===== config.mk =====
export PLATFORM = sky130hd
export DESIGN_NAME = mem_port_arbiter_flat
export DESIGN_NICKNAME = d
export VERILOG_FILES = /design/src/rtl/mem_port_arbiter_if.sv /design/src/rtl/mem_port_arbiter.sv /design/src/flat_wrapper.sv
export SDC_FILE = /design/constraint.sdc
export NUM_CORES = 1
export LEC_CHECK = 0
export BUFFER_PORTS_ARGS = -buffer_cell sky130_fd_sc_hd__buf_2
export CAP_MARGIN = 20
export CORE_AREA = 2 2 202 204
export CTS_BUF_LIST = sky130_fd_sc_hd__clkbuf_16
export CTS_CLUSTER_DIAMETER = 60
export DETAILED_ROUTE_END_ITERATION = 8
export DIE_AREA = 0 0 204 206
export SYNTH_ARGS = -nofsm -noshare
export SYNTH_HDL_FRONTEND = slang
export SYNTH_SLANG_ARGS = --single-unit

===== constraint.sdc =====
create_clock -name clk -period 10.5 [get_ports clk]
set_input_delay 0 -clock clk [delete_from_list [all_inputs] [get_ports clk]]
set_output_delay 0 -clock clk [all_outputs]
set_load 0.02 [all_outputs]

===== src/rtl/mem_port_arbiter_if.sv =====
// mem_port_arbiter_if: fetch, load/store and memory-side signals of the shared memory port
// Ports: none (bundle only). Modport slave is the arbiter's view; modport master is the
// combined requester/memory view used by whoever surrounds the arbiter.
interface mem_port_arbiter_if;
  logic        if_req;
  logic [63:0] if_addr;
  logic        if_gnt;
  logic [31:0] if_rdata;
  logic        ds_req;
  logic        ds_we;
  logic [63:0] ds_addr;
  logic [63:0] ds_wdata;
  logic        ds_gnt;
  logic [63:0] ds_rdata;
  logic [63:0] mem_addr;
  logic        mem_rd_instr;
  logic        mem_rd_data;
  logic        mem_we;
  logic [63:0] mem_wdata;
  logic [31:0] mem_instr;
  logic [63:0] mem_data;
  logic        busy;
  modport slave (
    input  if_req, if_addr, ds_req, ds_we, ds_addr, ds_wdata, mem_instr, mem_data,
    output if_gnt, if_rdata, ds_gnt, ds_rdata, mem_addr, mem_rd_instr, mem_rd_data,
           mem_we, mem_wdata, busy
  );
  modport master (
    output if_req, if_addr, ds_req, ds_we, ds_addr, ds_wdata, mem_instr, mem_data,
    input  if_gnt, if_rdata, ds_gnt, ds_rdata, mem_addr, mem_rd_instr, mem_rd_data,
           mem_we, mem_wdata, busy
  );
endinterface


===== src/rtl/mem_port_arbiter.sv =====
// mem_port_arbiter: serialises fetch and load/store accesses onto one memory, MEM_LAT cycles each
// Ports: clk, reset (async, active-high), bus (mem_port_arbiter_if.slave: fetch port,
// load/store port, memory port, busy). Optional macro ARB_STARVE_GUARD_EN lets a waiting
// fetch win after STARVE_MAX consecutive data grants.
module mem_port_arbiter #(
  parameter int MEM_LAT    = 2,
  parameter int STARVE_MAX = 4
) (
  input logic               clk,
  input logic               reset,
  mem_port_arbiter_if.slave bus
);
  localparam int CW = (MEM_LAT > 1) ? $clog2(MEM_LAT) : 1;
  if (MEM_LAT < 1 || STARVE_MAX < 0) begin : g_bad_param
    $error("mem_port_arbiter: MEM_LAT must be >= 1 and STARVE_MAX >= 0");
  end
  typedef enum logic [1:0] {IDLE, BUSY, DONE} state_t;
  state_t        state_q, state_d;
  logic          data_q, data_d, we_q, we_d;
  logic [63:0]   addr_q, addr_d, wdata_q, wdata_d, ds_rdata_q, ds_rdata_d;
  logic [31:0]   if_rdata_q, if_rdata_d;
  logic [CW-1:0] cnt_q, cnt_d;
  logic          pick_data, accept, in_busy;
  assign accept  = state_q == IDLE && (bus.if_req || bus.ds_req);
  assign in_busy = state_q == BUSY;
`ifdef ARB_STARVE_GUARD_EN
  localparam int SW = (STARVE_MAX > 0) ? $clog2(STARVE_MAX + 1) : 1;
  logic [SW-1:0] starve_q, starve_d;
  // Data normally wins; a fetch that has watched STARVE_MAX data grants go by takes the slot.
  assign pick_data = bus.ds_req && !(bus.if_req && starve_q == SW'(STARVE_MAX));
  always_comb begin
    starve_d = starve_q;
    if (accept) starve_d = (pick_data && bus.if_req) ? starve_q + SW'(1) : '0;
  end
  always_ff @(posedge clk or posedge reset)
    if (reset) starve_q <= '0;
    else       starve_q <= starve_d;
`else
  assign pick_data = bus.ds_req;
`endif
  always_comb begin
    state_d    = state_q;
    data_d     = data_q;
    we_d       = we_q;
    addr_d     = addr_q;
    wdata_d    = wdata_q;
    cnt_d      = cnt_q;
    if_rdata_d = if_rdata_q;
    ds_rdata_d = ds_rdata_q;
    if (accept) begin
      state_d = BUSY;
      data_d  = pick_data;
      we_d    = pick_data && bus.ds_we;
      addr_d  = pick_data ? bus.ds_addr : bus.if_addr;
      wdata_d = bus.ds_wdata;
      cnt_d   = CW'(MEM_LAT - 1);
    end else if (in_busy) begin
      cnt_d = cnt_q - CW'(1);
      if (cnt_q == '0) begin
        state_d    = DONE;
        if_rdata_d = !data_q ? bus.mem_instr : if_rdata_q;
        ds_rdata_d = (data_q && !we_q) ? bus.mem_data : ds_rdata_q;
      end
    end else if (state_q == DONE) begin
      state_d = IDLE;
    end
  end
  always_ff @(posedge clk or posedge reset)
    if (reset) begin
      state_q    <= IDLE;
      data_q     <= 1'b0;
      we_q       <= 1'b0;
      addr_q     <= '0;
      wdata_q    <= '0;
      cnt_q      <= '0;
      if_rdata_q <= '0;
      ds_rdata_q <= '0;
    end else begin
      state_q    <= state_d;
      data_q     <= data_d;
      we_q       <= we_d;
      addr_q     <= addr_d;
      wdata_q    <= wdata_d;
      cnt_q      <= cnt_d;
      if_rdata_q <= if_rdata_d;
      ds_rdata_q <= ds_rdata_d;
    end
  // Memory is driven only while BUSY; the write strobe marks the first BUSY cycle only.
  assign bus.mem_addr     = in_busy ? addr_q : '0;
  assign bus.mem_rd_instr = in_busy && !data_q;
  assign bus.mem_rd_data  = in_busy && data_q && !we_q;
  assign bus.mem_we       = in_busy && we_q && cnt_q == CW'(MEM_LAT - 1);
  assign bus.mem_wdata    = (in_busy && we_q) ? wdata_q : '0;
  assign bus.if_gnt       = state_q == DONE && !data_q;
  assign bus.ds_gnt       = state_q == DONE && data_q;
  assign bus.if_rdata     = if_rdata_q;
  assign bus.ds_rdata     = ds_rdata_q;
  assign bus.busy         = state_q != IDLE;
endmodule

===== src/flat_wrapper.sv =====
// flat-port wrapper written by rule: the top's interface ports become plain ports
module mem_port_arbiter_flat 
#(
  parameter int MEM_LAT    = 2,
  parameter int STARVE_MAX = 4
)
  (clk, reset, bus_if_req, bus_if_addr, bus_ds_req, bus_ds_we, bus_ds_addr, bus_ds_wdata, bus_mem_instr, bus_mem_data, bus_if_gnt, bus_if_rdata, bus_ds_gnt, bus_ds_rdata, bus_mem_addr, bus_mem_rd_instr, bus_mem_rd_data, bus_mem_we, bus_mem_wdata, bus_busy);
  mem_port_arbiter_if bus_i ();
  input logic clk;
  input logic reset;
  input wire logic [$bits(bus_i.if_req)-1:0] bus_if_req;
  input wire logic [$bits(bus_i.if_addr)-1:0] bus_if_addr;
  input wire logic [$bits(bus_i.ds_req)-1:0] bus_ds_req;
  input wire logic [$bits(bus_i.ds_we)-1:0] bus_ds_we;
  input wire logic [$bits(bus_i.ds_addr)-1:0] bus_ds_addr;
  input wire logic [$bits(bus_i.ds_wdata)-1:0] bus_ds_wdata;
  input wire logic [$bits(bus_i.mem_instr)-1:0] bus_mem_instr;
  input wire logic [$bits(bus_i.mem_data)-1:0] bus_mem_data;
  output wire logic [$bits(bus_i.if_gnt)-1:0] bus_if_gnt;
  output wire logic [$bits(bus_i.if_rdata)-1:0] bus_if_rdata;
  output wire logic [$bits(bus_i.ds_gnt)-1:0] bus_ds_gnt;
  output wire logic [$bits(bus_i.ds_rdata)-1:0] bus_ds_rdata;
  output wire logic [$bits(bus_i.mem_addr)-1:0] bus_mem_addr;
  output wire logic [$bits(bus_i.mem_rd_instr)-1:0] bus_mem_rd_instr;
  output wire logic [$bits(bus_i.mem_rd_data)-1:0] bus_mem_rd_data;
  output wire logic [$bits(bus_i.mem_we)-1:0] bus_mem_we;
  output wire logic [$bits(bus_i.mem_wdata)-1:0] bus_mem_wdata;
  output wire logic [$bits(bus_i.busy)-1:0] bus_busy;
  assign bus_i.if_req = bus_if_req;
  assign bus_i.if_addr = bus_if_addr;
  assign bus_i.ds_req = bus_ds_req;
  assign bus_i.ds_we = bus_ds_we;
  assign bus_i.ds_addr = bus_ds_addr;
  assign bus_i.ds_wdata = bus_ds_wdata;
  assign bus_i.mem_instr = bus_mem_instr;
  assign bus_i.mem_data = bus_mem_data;
  assign bus_if_gnt = bus_i.if_gnt;
  assign bus_if_rdata = bus_i.if_rdata;
  assign bus_ds_gnt = bus_i.ds_gnt;
  assign bus_ds_rdata = bus_i.ds_rdata;
  assign bus_mem_addr = bus_i.mem_addr;
  assign bus_mem_rd_instr = bus_i.mem_rd_instr;
  assign bus_mem_rd_data = bus_i.mem_rd_data;
  assign bus_mem_we = bus_i.mem_we;
  assign bus_mem_wdata = bus_i.mem_wdata;
  assign bus_busy = bus_i.busy;
  mem_port_arbiter #(.MEM_LAT(MEM_LAT), .STARVE_MAX(STARVE_MAX)) u_core (.clk(clk), .reset(reset), .bus(bus_i));
endmodule

==> impl_results.md <==
* Outcome: completed
* Switching Share at 0.407
* # resized after CTS at 0
* Cells after Synth at 936
* Max VDD drop at around 120 µV
* Met3 wire length at approximately 2800 µm
* DR iter-0 viols at approximately 460
* H-tree depth at 1
* Root Buffer: clkbuf_16
* Syn Std Cell Area at between 10000 and 15000 µm²
* Dpl cells at approximately 1900
* Comb pwr share at 0.452
* Wl on met1 at about 14000 µm
* Worst Path Arrival at ~3.2 ns
* Die area at 42000 µm²
* Metal2 WL at 17600 µm
* Post-synth cell types at 24
* Initial antenna violation count at 1
* Via count at between 9000 and 10000
* Slew Limit Fails at 0
* Fin nets at approximately 2000
* Crit Path Class: flip-flop to flip-flop
* Worst-Skew Late Latency at about 0.56 ns
* Family with the most delay on the worst path: simple AND/OR/NAND/NOR gates
* CP Launch Type: flip-flop
* FMAX at approximately 0.36 GHz
* Pin count of the biggest net entering global routing at ~110
* Worst rel slew slack at 0.322
* Unrepaired setup endpoints after global routing: no
* Slowest cell on crit path: or4_4
* Yosys reg bits at roughly 230
* Psw at 0.00180 W
* Setup TNS at 0 ns
* Die height at 206 µm
* Vias per cell at between 4 and 5
* Syn. warnings at 0
* Placement row count at 74
* Lkg Pwr at 9.28 nW
* Post-synth net total at 1233
* MaxCap Viol Count at 0
* Post-route insts no fill at 2276
* Final hold vios at 0
* Pwr Density at ~260 nW/µm²
* DR pass1 iterations at 5
* Tmin final at 2.79 ns
* Clk_skew at between 0.01 and 0.015 ns
* Clock share of power at 0.193
* DP HPWL at 22600 µm
* Total GRT Usage at 0.161
* Final WL at 35700 µm
* Final hold slack at around 0.094 ns
* Final period util at 0.266
* Post-Syn Area per Cell at between 10 and 15 µm²
* Max Used Layer: met5
* Seq/Total Area, Yosys at 0.558
* Worst min path class: input port to flip-flop
* Io pins at around 520
* Worst setup EP type: flip-flop
* Gr ovfl total at 0
* TritonCTS clock tree: yes
* Starting Density at 0.256
* CP Max Fanout at 53
* Worst Tran Pin Value at 1.02 ns
* CTS Buf Count at 28
* Worst-path clk slew at roughly 0.06 ns
* Routability congestion estimate at 0.830
* Global-route wire length before repair at between 50000 and 60000 µm
* Clock sinks at approximately 230
* CP bufs+invs at 2
* Number of global-route vias before repair at roughly 10000
* Slowest stage delay, CP at 0.59 ns
* Maximum clock insertion buffer count at 3
* Core box area at approximately 40000 µm²
* Area Growth Syn to Fin at 66.5%
* DRC viols at 0
* Pint at between 0.002 and 0.003 W
* Crit-path cells: inv_1, ha_4, nand2_1, or4_4, buf_4, mux2_4
* Share of layout cells above drive strength 1 at 0.363
* Worst Path Required at ~11 ns
* DRT antenna net count at 0
* Die width at between 200 and 250 µm
* Routed len/inst at 15.7 µm
* Seq pwr share at 0.355
* # setup viols final at 0
* Number of port buffers at roughly 520
[per-layer routing]
metal,up-vias,global-route usage
met5,-,0
met4,2,0.0652
met3,90,0.0405
met2,420,0.289
met1,4645,0.184
li1,4659,-
[synthesized netlist by cell type]
library cell	n	area, µm²
xnor2_1	1	8.76
nor2b_1	2	12.5
buf_1	8	30.0
o21a_1	1	7.51
nand2_1	265	995
o21bai_1	1	7.51
and2_1	65	407
a2bb2oi_1	1	8.76
and3_1	65	407
inv_1	4	15.0
mux2i_1	64	641
buf_2	6	30.0
buf_6	7	78.8
nor2_1	2	7.51
o21ai_1	65	325
or4_1	1	7.51
nand3_1	1	5.00
dfrtp_1	229	5730
ha_1	4	50.1
clkbuf_1	46	173
mux2_4	60	901
a22o_1	1	8.76
mux2_1	36	405
nor3b_1	1	7.51
[flip-flops by register name, indices dropped and copies added, names as in the netlist]
name	cells
u_core.addr_q	64
u_core.bus.ds_rdata	64
u_core.wdata_q	64
u_core.bus.if_rdata	32
u_core.state_q	2
u_core.cnt_q	1
u_core.data_q	1
u_core.we_q	1
[power groups by stage]
stage          sequential (W)  clock, W  combinational [W]
3_5_place_dp          0.00156         0            0.00190
3_3_place_gp          0.00155         0            0.00187
6_report              0.00157  0.000853            0.00200
5_1_grt               0.00162  0.000917            0.00218
4_1_cts               0.00156  0.000885            0.00200
2_1_floorplan         0.00175         0            0.00106
[worst reg2reg max path, stage by stage, from the launching register on]
cell and delay, ns:
dfrtp_1 0.38, inv_1 0.15, ha_4 0.44, nand2_1 0.14
or4_4 0.59, buf_4 0.43, mux2_4 0.54
[placed cells by master, fill, tap and decap left out, drive strengths merged]
master / Yosys / final
nand2: 265 / 265
a22o: 1 / 1
a2bb2oi: 1 / 1
inv: 4 / 16
clkinvlp: 0 / 1
ha: 4 / 4
o21a: 1 / 1
mux2: 96 / 96
o21bai: 1 / 1
xnor2: 1 / 1
diode: 0 / 1
dlygate4sd3: 0 / 292
or4: 1 / 1
buf: 21 / 533
nor2: 2 / 2
nand3: 1 / 1
and3: 65 / 65
mux2i: 64 / 64
clkbuf: 46 / 28
clkinv: 0 / 8
nor2b: 2 / 2
nor3b: 1 / 1
o21ai: 65 / 65
dfrtp: 229 / 229
and2: 65 / 65
[cell families after synthesis]
family / after synthesis / share of synthesized area
DFF: 229 / 0.558
adders and majority gates: 4 / 0.00487
AOI/OAI and AO/OA: 69 / 0.0348
xor gates and xnor gates: 1 / 0.000853
and+or+nand+nor: 402 / 0.180
muxes: 160 / 0.190
buffers and inverters: 71 / 0.0318
[what timing repair did]
| action | CTS | global route |
|---|---|---|
| buffers inserted | 0 | 0 |
| hold buffers | 292 | 0 |
| endpoints found under the hold margin | 324 | 0 |
[layout make-up]
type / instances / area [µm²]
fill: 3744 / 23100
sequential: 229 / 5730
timing repair buffer: 825 / 5620
multi-input combinational: 636 / 4250
clock buffer: 28 / 701
tap: 532 / 666
clock inverter: 21 / 108
inverter: 4 / 22.5
antenna: 1 / 2.50
[metrics by stage]
stage | setup slack (ns) | util | total power [W] | instance area, µm²
after floorplan | 4.22 | - | 0.00280 | 10300
after global placement | 7.82 | 0.333 | 0.00342 | 13400
after detailed placement | 7.76 | 0.333 | 0.00346 | 13400
after CTS | 7.72 | 0.425 | 0.00444 | 17100
after global routing | 7.54 | 0.425 | 0.00471 | 17100
final | 7.71 | 0.425 | 0.00442 | 17100
[final timing paths]
check,start,to,slack (ns),cells after the start
worst max-delay path,u_core.state_q[1],u_core.bus.ds_rdata[31],7.71,6
worst min-delay path,bus_if_req,u_core.cnt_q,0.09,4
worst max register to register,u_core.state_q[1],u_core.bus.ds_rdata[31],7.71,6
worst min register to register,u_core.wdata_q[2],u_core.wdata_q[2],0.47,2
max in group asynchronous,reset,u_core.addr_q[45],8.95,4
min in group asynchronous,reset,u_core.bus.ds_rdata[0],0.12,3
Note: power is estimated with default switching activity, not from simulation.
